==> config.mk <==
export PLATFORM = sky130hd
export DESIGN_NAME = bp_cfg_boot_sequencer
export DESIGN_NICKNAME = d
export VERILOG_FILES = /design/src/rtl/bp_cfg_boot_sequencer.sv
export SDC_FILE = /design/constraint.sdc
export NUM_CORES = 1
export LEC_CHECK = 0
export CELL_PAD_IN_SITES_DETAIL_PLACEMENT = 0
export CELL_PAD_IN_SITES_GLOBAL_PLACEMENT = 1
export CORE_ASPECT_RATIO = 0.8
export CORE_MARGIN = 4
export CORE_UTILIZATION = 39
export CTS_CLUSTER_DIAMETER = 200
export DETAILED_ROUTE_END_ITERATION = 8
export PLACE_DENSITY_LB_ADDON = 0.15
export SYNTH_ARGS = -nofsm -noshare
export SYNTH_HDL_FRONTEND = slang
export SYNTH_SLANG_ARGS = --single-unit
==> constraint.sdc <==
create_clock -name clk_i -period 4.95 [get_ports clk_i]
set_clock_uncertainty 0.1 [all_clocks]
set_input_delay 0.495 -clock clk_i [delete_from_list [all_inputs] [get_ports clk_i]]
set_output_delay 0.495 -clock clk_i [all_outputs]
set_load 0.005 [all_outputs]
==> src/rtl/bp_cfg_boot_sequencer.sv <==
// Boot-time config sequencer: walks a loader ROM and issues credit-limited cfg writes, then unfreezes the cores.
// Optional watchdog is compiled in when BP_CFG_BOOT_WATCHDOG_EN is defined.
module bp_cfg_boot_sequencer #(
  parameter int unsigned num_core_p        = 1,
  parameter int unsigned cfg_core_width_p  = 8,
  parameter int unsigned cfg_addr_width_p  = 16,
  parameter int unsigned cfg_data_width_p  = 32,
  parameter int unsigned max_credits_p     = 4,
  parameter int unsigned rom_els_p         = 16,
  parameter int unsigned timeout_width_p   = 10,
  localparam int unsigned rom_addr_width_lp = (rom_els_p > 1) ? $clog2(rom_els_p) : 1,
  localparam int unsigned pkt_width_lp      = cfg_core_width_p + cfg_addr_width_p + cfg_data_width_p,
  localparam int unsigned entry_width_lp    = 1 + pkt_width_lp
) (
  input  logic                         clk_i,
  input  logic                         reset_n_i,
  input  logic                         start_i,
  output logic                         rom_v_o,
  output logic [rom_addr_width_lp-1:0] rom_addr_o,
  input  logic [entry_width_lp-1:0]    rom_data_i,
  output logic [pkt_width_lp-1:0]      cfg_pkt_o,
  output logic                         cfg_v_o,
  input  logic                         cfg_ready_i,
  input  logic                         cfg_ack_v_i,
  output logic [num_core_p-1:0]        freeze_o,
  output logic                         busy_o,
  output logic                         done_o,
  output logic                         err_o
);

  localparam int unsigned payload_width_lp = cfg_addr_width_p + cfg_data_width_p;
  localparam int unsigned cred_width_lp    = $clog2(max_credits_p + 1);

  typedef enum logic [2:0] {
    IDLE  = 3'd0,
    FETCH = 3'd1,
    LATCH = 3'd2,
    SEND  = 3'd3,
    DRAIN = 3'd4,
    DONE  = 3'd5
  } state_e;

  if (num_core_p == 0 || num_core_p >= (2 ** cfg_core_width_p) || timeout_width_p == 0) begin : g_param_check
    $error("bp_cfg_boot_sequencer: illegal parameterization");
  end

  state_e                         state_q, state_d;
  logic [rom_addr_width_lp-1:0]   ptr_q, ptr_d;
  logic [cred_width_lp-1:0]       cred_q, cred_d;
  logic [cfg_core_width_p-1:0]    cnt_q, cnt_d;
  logic [entry_width_lp-1:0]      entry_q, entry_d;
  logic                           err_q, err_d;
  logic                           rom_v_q, rom_v_d;
  logic                           cfg_v_q, cfg_v_d;
  logic [pkt_width_lp-1:0]        pkt_q, pkt_d;
  logic [num_core_p-1:0]          freeze_q, freeze_d;
  logic                           busy_q, busy_d;
  logic                           done_q, done_d;

  logic                           xfer;
  logic                           entry_done;
  logic                           ent_last;
  logic                           ent_bcast;
  logic [cfg_core_width_p-1:0]    nxt_core;
  logic                           cred_full;

`ifdef BP_CFG_BOOT_WATCHDOG_EN
  logic [timeout_width_p-1:0]     wd_q, wd_d;
  logic                           trip_q, trip_d;
`endif

  assign xfer      = cfg_v_q & cfg_ready_i;
  assign ent_last  = entry_q[entry_width_lp-1];
  assign ent_bcast = (entry_q[entry_width_lp-2 -: cfg_core_width_p] == '1);
  assign cred_full = (cred_q == cred_width_lp'(max_credits_p));

  // Next-state, credit accounting and registered-output decode
  always_comb begin
    state_d    = state_q;
    ptr_d      = ptr_q;
    cred_d     = cred_q;
    cnt_d      = cnt_q;
    entry_d    = entry_q;
    err_d      = err_q;
    entry_done = 1'b0;
    nxt_core   = '0;
`ifdef BP_CFG_BOOT_WATCHDOG_EN
    wd_d       = wd_q;
    trip_d     = trip_q;
`endif

    if (xfer && !cfg_ack_v_i) begin
      cred_d = cred_q - cred_width_lp'(1);
    end else if (!xfer && cfg_ack_v_i) begin
      if (cred_full) err_d = 1'b1;
      else           cred_d = cred_q + cred_width_lp'(1);
    end

    case (state_q)
      IDLE:  if (start_i) state_d = FETCH;
      FETCH: state_d = LATCH;
      LATCH: begin
        entry_d = rom_data_i;
        cnt_d   = '0;
        state_d = SEND;
      end
      SEND: begin
        if (xfer) begin
          if (ent_bcast) begin
            cnt_d      = cnt_q + cfg_core_width_p'(1);
            entry_done = (cnt_q == cfg_core_width_p'(num_core_p - 1));
          end else begin
            entry_done = 1'b1;
          end
          if (entry_done) begin
            if (ent_last || (ptr_q == rom_addr_width_lp'(rom_els_p - 1))) begin
              state_d = DRAIN;
            end else begin
              ptr_d   = ptr_q + rom_addr_width_lp'(1);
              state_d = FETCH;
            end
          end
        end
      end
      DRAIN: if (cred_full) state_d = DONE;
      DONE:  state_d = DONE;
      default: state_d = IDLE;
    endcase

`ifdef BP_CFG_BOOT_WATCHDOG_EN
    // Watchdog: any progress clears it; hitting all ones aborts to DONE with cores still frozen
    if (state_q == SEND || state_q == DRAIN) begin
      if (xfer || cfg_ack_v_i)  wd_d = '0;
      else if (wd_q != '1)      wd_d = wd_q + timeout_width_p'(1);
      if ((wd_q == '1) && (state_d != DONE)) begin
        err_d   = 1'b1;
        trip_d  = 1'b1;
        state_d = DONE;
      end
    end else begin
      wd_d = '0;
    end
`endif

    nxt_core  = (entry_d[entry_width_lp-2 -: cfg_core_width_p] == '1)
              ? cnt_d : entry_d[entry_width_lp-2 -: cfg_core_width_p];
    pkt_d     = {nxt_core, entry_d[payload_width_lp-1:0]};
    rom_v_d   = (state_d == FETCH);
    cfg_v_d   = (state_d == SEND) && (cred_d != '0);
    busy_d    = state_d inside {FETCH, LATCH, SEND, DRAIN};
`ifdef BP_CFG_BOOT_WATCHDOG_EN
    done_d    = (state_d == DONE) && !trip_d;
`else
    done_d    = (state_d == DONE);
`endif
    freeze_d  = {num_core_p{~done_d}};
  end

  always_ff @(posedge clk_i or negedge reset_n_i) begin
    if (!reset_n_i) begin
      state_q  <= IDLE;
      ptr_q    <= '0;
      cred_q   <= cred_width_lp'(max_credits_p);
      cnt_q    <= '0;
      entry_q  <= '0;
      err_q    <= 1'b0;
      rom_v_q  <= 1'b0;
      cfg_v_q  <= 1'b0;
      pkt_q    <= '0;
      freeze_q <= '1;
      busy_q   <= 1'b0;
      done_q   <= 1'b0;
    end else begin
      state_q  <= state_d;
      ptr_q    <= ptr_d;
      cred_q   <= cred_d;
      cnt_q    <= cnt_d;
      entry_q  <= entry_d;
      err_q    <= err_d;
      rom_v_q  <= rom_v_d;
      cfg_v_q  <= cfg_v_d;
      pkt_q    <= pkt_d;
      freeze_q <= freeze_d;
      busy_q   <= busy_d;
      done_q   <= done_d;
    end
  end

`ifdef BP_CFG_BOOT_WATCHDOG_EN
  always_ff @(posedge clk_i or negedge reset_n_i) begin
    if (!reset_n_i) begin
      wd_q   <= '0;
      trip_q <= 1'b0;
    end else begin
      wd_q   <= wd_d;
      trip_q <= trip_d;
    end
  end
`endif

  assign rom_v_o    = rom_v_q;
  assign rom_addr_o = ptr_q;
  assign cfg_pkt_o  = pkt_q;
  assign cfg_v_o    = cfg_v_q;
  assign freeze_o   = freeze_q;
  assign busy_o     = busy_q;
  assign done_o     = done_q;
  assign err_o      = err_q;

endmodule

==> results of run 1 <==
==> per-layer routing <==
| layer | vias up | GRT usage | part of all wire |
|---|---|---|---|
| li1 | 1267 | - | - |
| met1 | 1290 | 0.2070 | 0.48 |
| met2 | 91 | 0.2104 | 0.43 |
| met3 | 11 | 0.05230 | 0.081 |
| met4 | 0 | 0.05250 | 0.015 |
| met5 | - | 0 | 0 |
==> sequential cells by signal, summed over array words and instances (netlist names) <==
signal / cells
busy_o: 1
cfg_pkt_o: 56
cfg_v_o: 1
cnt_q: 8
cred_q: 3
done_o: 1
entry_q: 9
err_o: 1
freeze_o: 1
rom_addr_o: 4
rom_v_o: 1
state_q: 3
==> layout make-up <==
class | count | area [um2]
flip-flops and latches | 89 | 2230
repair buffers | 129 | 1284
fillers | 855 | 4786
well taps | 140 | 175.2
clock buffers | 12 | 256.5
clock inverters | 4 | 98.84
multi-input cells | 170 | 1414
inverters | 10 | 37.54
==> path summary, 6_finish.rpt <==
kind	startpoint	to	slack (ps)	cells after the start
setup / recovery	state_q[2]	cfg_pkt_o[48]	2460	4
hold / removal	reset_n_i	cred_q[0]	-2	1
setup reg to reg	state_q[2]	cfg_pkt_o[48]	2460	4
hold reg to reg	err_o	err_o	370	1
max in group asynchronous	reset_n_i	cfg_pkt_o[25]	3690	2
min in group clk_i	err_o	err_o	370	1
==> kinds of logic (layout without fill, tap and decap cells) <==
kind of cell,after synthesis,count (layout),synth area share
compound gates,35,35,0.06281
xor+xnor,4,4,0.008536
fa+ha+maj,7,7,0.02073
buf+inv,73,155,0.1128
flops,89,89,0.5433
mux,62,62,0.1689
simple gates,62,62,0.08293
==> report_power, final <==
part           internal, uW  leakage, uW  total [uW]  switching [uW]
clock network           522     0.000173         793             271
registers              1070      0.00106        1260             190
logic                   901      0.00107        1410             509
==> placed cells by master (no fill, tap or decap), types with 3 or more instances in the layout <==
| cell type | netlist | routed |
|---|---|---|
| clkdlybuf4s50_1 | 0 | 126 |
| dfrtp_1 | 87 | 87 |
| mux2_2 | 58 | 58 |
| nand2_1 | 12 | 12 |
| inv_1 | 10 | 10 |
| nand4_1 | 10 | 10 |
| nor2_1 | 10 | 10 |
| clkbuf_16 | 0 | 9 |
| ha_1 | 6 | 6 |
| o21ai_0 | 5 | 5 |
| o21a_1 | 5 | 5 |
| nor4_1 | 4 | 4 |
| a31oi_1 | 4 | 4 |
| nand3_1 | 4 | 4 |
| a21oi_1 | 4 | 4 |
| xnor2_1 | 4 | 4 |
| and3_1 | 4 | 4 |
| mux2i_1 | 4 | 4 |
| nor3_1 | 3 | 3 |
| bufinv_16 | 0 | 3 |
| buf_4 | 48 | 3 |
==> through the flow <==
| step | instances | total power, uW | setup WS (ps) |
|---|---|---|---|
| floorplan | 332 | 2231 | 3118 |
| global placement | 538 | 2688 | 2398 |
| detailed placement | 538 | 2711 | 2365 |
| CTS | 554 | 3524 | 2480 |
| global route | 554 | 3708 | 2277 |
| finish | 554 | 3461 | 2458 |
==> impl_metrics.ini, run 1 <==
[synthesis]
synth_top_area_frac = 0.5305
syn_inst = 332
synth_most_common_cell = dfrtp_1
netlist-cell-type-count = 46
syn_nets = 400
synthTopCellsByArea = dfrtp_1 53%, mux2_2 16%, buf_4 8.8%
ys.warnings.count = 0
netlist_area_um2 = 4104
synth.largest_area_cell = dfrtp_1
synth_edf_count = 0
synth_ff_type = dfrtp_1
ys_top_cells_by_count = 87 x dfrtp_1, 58 x mux2_2, 48 x buf_4
synth_seq_cells = 89
syn_avg_cell_area_um2 = 12.36
async_reset_ff_frac = 1.000
synth_seq_area_share = 0.5433

[placement]
dp_hpwl_mm = 6.261
place_congestion = 0.8050
io_buffers = 127
place_area_um2 = 5140

[clock_tree]
cts_buffer_depth = 2
cts_sinks = 89
cts_buffers = 9
cts_root_buf = clkbuf_16
cts-resized-gates = 0
htree_levels = 3
holdBufCountCts = 0
clkLatencyLatePin_ps = 330
cts_tree = done
postCtsSetupBuffers = 0
clkSlewWorstSetupHoldPaths_ps = 60

[route]
viasPerCell = 4.800
drt_iter0_drc = 121
drtPass1Iterations = 4
ant_nets = 0
drc = 0
wl_per_cell_um = 15.55
vias = 2659
wl_mm = 8.613

[global_routing]
grt_max_degree = 57
grt_pass1_vias = 2717
grt_usage = 0.1475
grt_antenna_before_repair = 0
grt_overflow = 0
grt_pass1_wl_mm = 14.01

[sta]
hold_viol_final = 1
timing.setup.tns_ps = 0
max_slew_margin = 0.3202
setup_viol = 0
final.hold.worst_slack_ps = -2.418
drv_slew = 0
worst_slew_pin_slew_ps = 1016
rsz0062_at_grt = false
max_freq_mhz = 401.4
fin_crit_ps = 2492
fin_crit_sh = 0.5033

[outcome]
status = complete, but fails checks
violations = hold timing

[pwr]
max-vdd-ir-drop_uv = 258.8
power_leakage_uw = 0.002306
p_per_area_nw_per_um2 = 629.8

[critical_path]
crit_family = simple AND/OR/NAND/NOR gates
worstSetupPathType = flip-flop to flip-flop
cp.arrival_ps = 2580
path_buf_inv = 0
crit_slowest_cell = nor2_1
critPathRequiredTime_ps = 5040
start_kind = flip-flop
critical_path.max_fanout = 12
cpPeakStageDelay_ps = 860
end_kind = flip-flop
cp_cell_sequence = nand2b_1 -> nor2_1 -> mux2_2 -> a21boi_0

[die]
row_count = 33
die_x_um = 122.7
dieArea_um2 = 12240
boundaryPins = 128
start_util = 0.3992
die_h_um = 99.75
core_area_um2 = 10280

[layout]
finish.instance_area_um2 = 5495
area_growth_pct = 33.90
postLayoutCoreUtil = 0.5345
drive_above_1_share = 0.1981
antennaDiodeCount = 0
finalNetCount = 477

[flow_run]
drv_cap = 0

[worst_hold_path]
min_path_type = primary input to async pin
Power figures use the tool's default switching activity.
==> run 2, diff against run 1 <==
--- a/config.mk
+++ b/config.mk
@@ -9,7 +9,7 @@
 export CELL_PAD_IN_SITES_GLOBAL_PLACEMENT = 1
 export CORE_ASPECT_RATIO = 0.8
 export CORE_MARGIN = 4
-export CORE_UTILIZATION = 39
+export CORE_UTILIZATION = 33
 export CTS_CLUSTER_DIAMETER = 200
 export DETAILED_ROUTE_END_ITERATION = 8
 export PLACE_DENSITY_LB_ADDON = 0.15
==> constraint.sdc (replaced) <==
create_clock -name clk_i -period 2 [get_ports clk_i]
set_clock_uncertainty 0.1 [all_clocks]
set_input_delay 0.2 -clock clk_i [delete_from_list [all_inputs] [get_ports clk_i]]
set_output_delay 0.2 -clock clk_i [all_outputs]
set_load 0.005 [all_outputs]
==> run 2 against run 1 <==
The run now ends clean. Via count up 4.1%. First-iteration DRC count down 22%. Combinational power rose to 2.7 times the previous value. Final cell count up 6.3%. Die area up 17%. Utilization down 6.6 points.
==> impl_metrics.ini, run 2 (synthesis gave the netlist of run 1 again) <==
[critical_path]
critPathRequiredTime_ps = 2130
r2r_cells = 6
r2r-end = cfg_pkt_o[54]
cp_cell_sequence = nand4_1 -> buf_4 -> nor4_2 -> mux2_2 -> a22o_1 -> o21a_1
crit_slowest_cell = dfrtp_1
cpPeakStageDelay_ps = 360
start_kind = flip-flop
reg2reg_slack_ps = 80
path_buf_inv = 1
crit_family = simple AND/OR/NAND/NOR gates
worst_r2r_startpoint = entry_q[52]
worstSetupPathType = flip-flop to flip-flop
critical_path.max_fanout = 3
cp.arrival_ps = 2040
end_kind = flip-flop

[layout]
final_common_cell = clkdlybuf4s50_1
drive_above_1_share = 0.2517
antennaDiodeCount = 0
largest_reg_flops = 56
finalNetCount = 501
final_cell_mix = 126 x clkdlybuf4s50_1, 87 x dfrtp_1, 58 x mux2_2
area_growth_pct = 38.75
num-fill-cells = 1085

[die]
die_x_um = 132.7
start_util = 0.3374
core_area_um2 = 12160
boundaryPins = 128
die_h_um = 107.7
row_count = 36
dieArea_um2 = 14300

[route]
top_layer_used = met4
dr_wl_met3_um = 518
drtPass1Iterations = 4
vias = 2767
wl_mm = 9.221
viasPerCell = 4.698
ant_nets = 0
met1_length_mm = 4.441
wl_per_cell_um = 15.66
wl_met2_mm = 4.155
drc = 0
drt_iter0_drc = 94

[placement]
dp_hpwl_mm = 6.695
io_buffers = 127
place_ws_ps = -42.41
place_congestion = 0.7702

[clock_tree]
cts_tree = done
htree_levels = 3
clkLatencyLatePin_ps = 330
clkSlewWorstSetupHoldPaths_ps = 60
cts_sinks = 89
cts_buffer_depth = 2
cts_root_buf = clkbuf_16
cts_buffers = 9

[sta]
drv_slew = 0
final.hold.worst_slack_ps = 266.8
fin_crit_ps = 1918
rsz0062_at_grt = true
max_freq_mhz = 521.5
fin_crit_sh = 0.9588
setup_viol = 0
max_slew_margin = 0.6614
worst_slew_pin_slew_ps = 507.9
hold_viol_final = 0
setup_slack_ps = 82.32

[pwr]
max-vdd-ir-drop_uv = 592.9
power_leakage_uw = 0.002401
p_per_area_nw_per_um2 = 1513

[outcome]
status = completed

[global_routing]
grt_antenna_before_repair = 0
grt_max_degree = 51
grt_usage = 0.1308
grt_overflow = 0
grt_pass1_vias = 2787
grt_pass1_wl_mm = 14.66

[flow_run]
drv_cap = 0

[worst_hold_path]
min_path_type = primary input to async pin
run 2: cell count changes in the layout (fill, tap and decap cells not counted), sizes merged:
cell / before / now
clkinv: 1 / 2
dlygate4sd3: 0 / 1
bufinv: 3 / 2
clkbuf: 12 / 10
buf: 3 / 26
clkinvlp: 0 / 1
run 2: cell type report:
class | count | area [um2] | share of cell area
inverters | 10 | 37.54 | 0.006592
clock buffers | 10 | 229.0 | 0.04021
multi-input cells | 170 | 1448 | 0.2542
well taps | 152 | 190.2 | 0.03340
clock inverters | 5 | 81.33 | 0.01428
flip-flops and latches | 89 | 2230 | 0.3916
repair buffers | 153 | 1479 | 0.2597
run 2: worst max-delay path by stage:
stage	start	cells after the start	to	slack [ps]
finish	entry_q[52]	6	cfg_pkt_o[54]	80
global route	entry_q[52]	6	cfg_pkt_o[54]	-20
CTS	cnt_q[0]	7	rom_addr_o[1]	50
detailed placement	cfg_ready_i	6	cfg_pkt_o[54]	-40
global placement	cfg_ready_i	6	cfg_pkt_o[54]	-50
floorplan	cnt_q[0]	6	cfg_pkt_o[54]	170
run 2: report_power, final:
group | switching (uW) | internal [uW]
registers | 423 | 2640
logic | 1390 | 2390
clock network | 685 | 1090
run 2: through the flow:
step / power, uW / utilization / cells / cell area, um2 / setup TNS (ps)
floorplan: 5521 / - / 332 / 4104 / 0
global placement: 6865 / 0.4372 / 570 / 5318 / -51.35
detailed placement: 6911 / 0.4372 / 570 / 5318 / -42.41
CTS: 8742 / 0.4636 / 586 / 5638 / 0
global route: 9185 / 0.4682 / 589 / 5694 / -23.97
finish: 8618 / 0.4682 / 589 / 5694 / 0
run 2: timing repair:
item                                    in CTS  in global routing
resized for setup                            0                  6
hold buffers                                 1                  0
endpoints found under the hold margin       35                  0
endpoints found under the setup margin       0                  6
setup buffers                                0                  3
run 2: layer usage:
metal,track usage,vias to the layer above
li1,-,1316
met1,0.1822,1355
met2,0.1970,88
met3,0.03879,8
met4,0.04006,0
met5,0,-
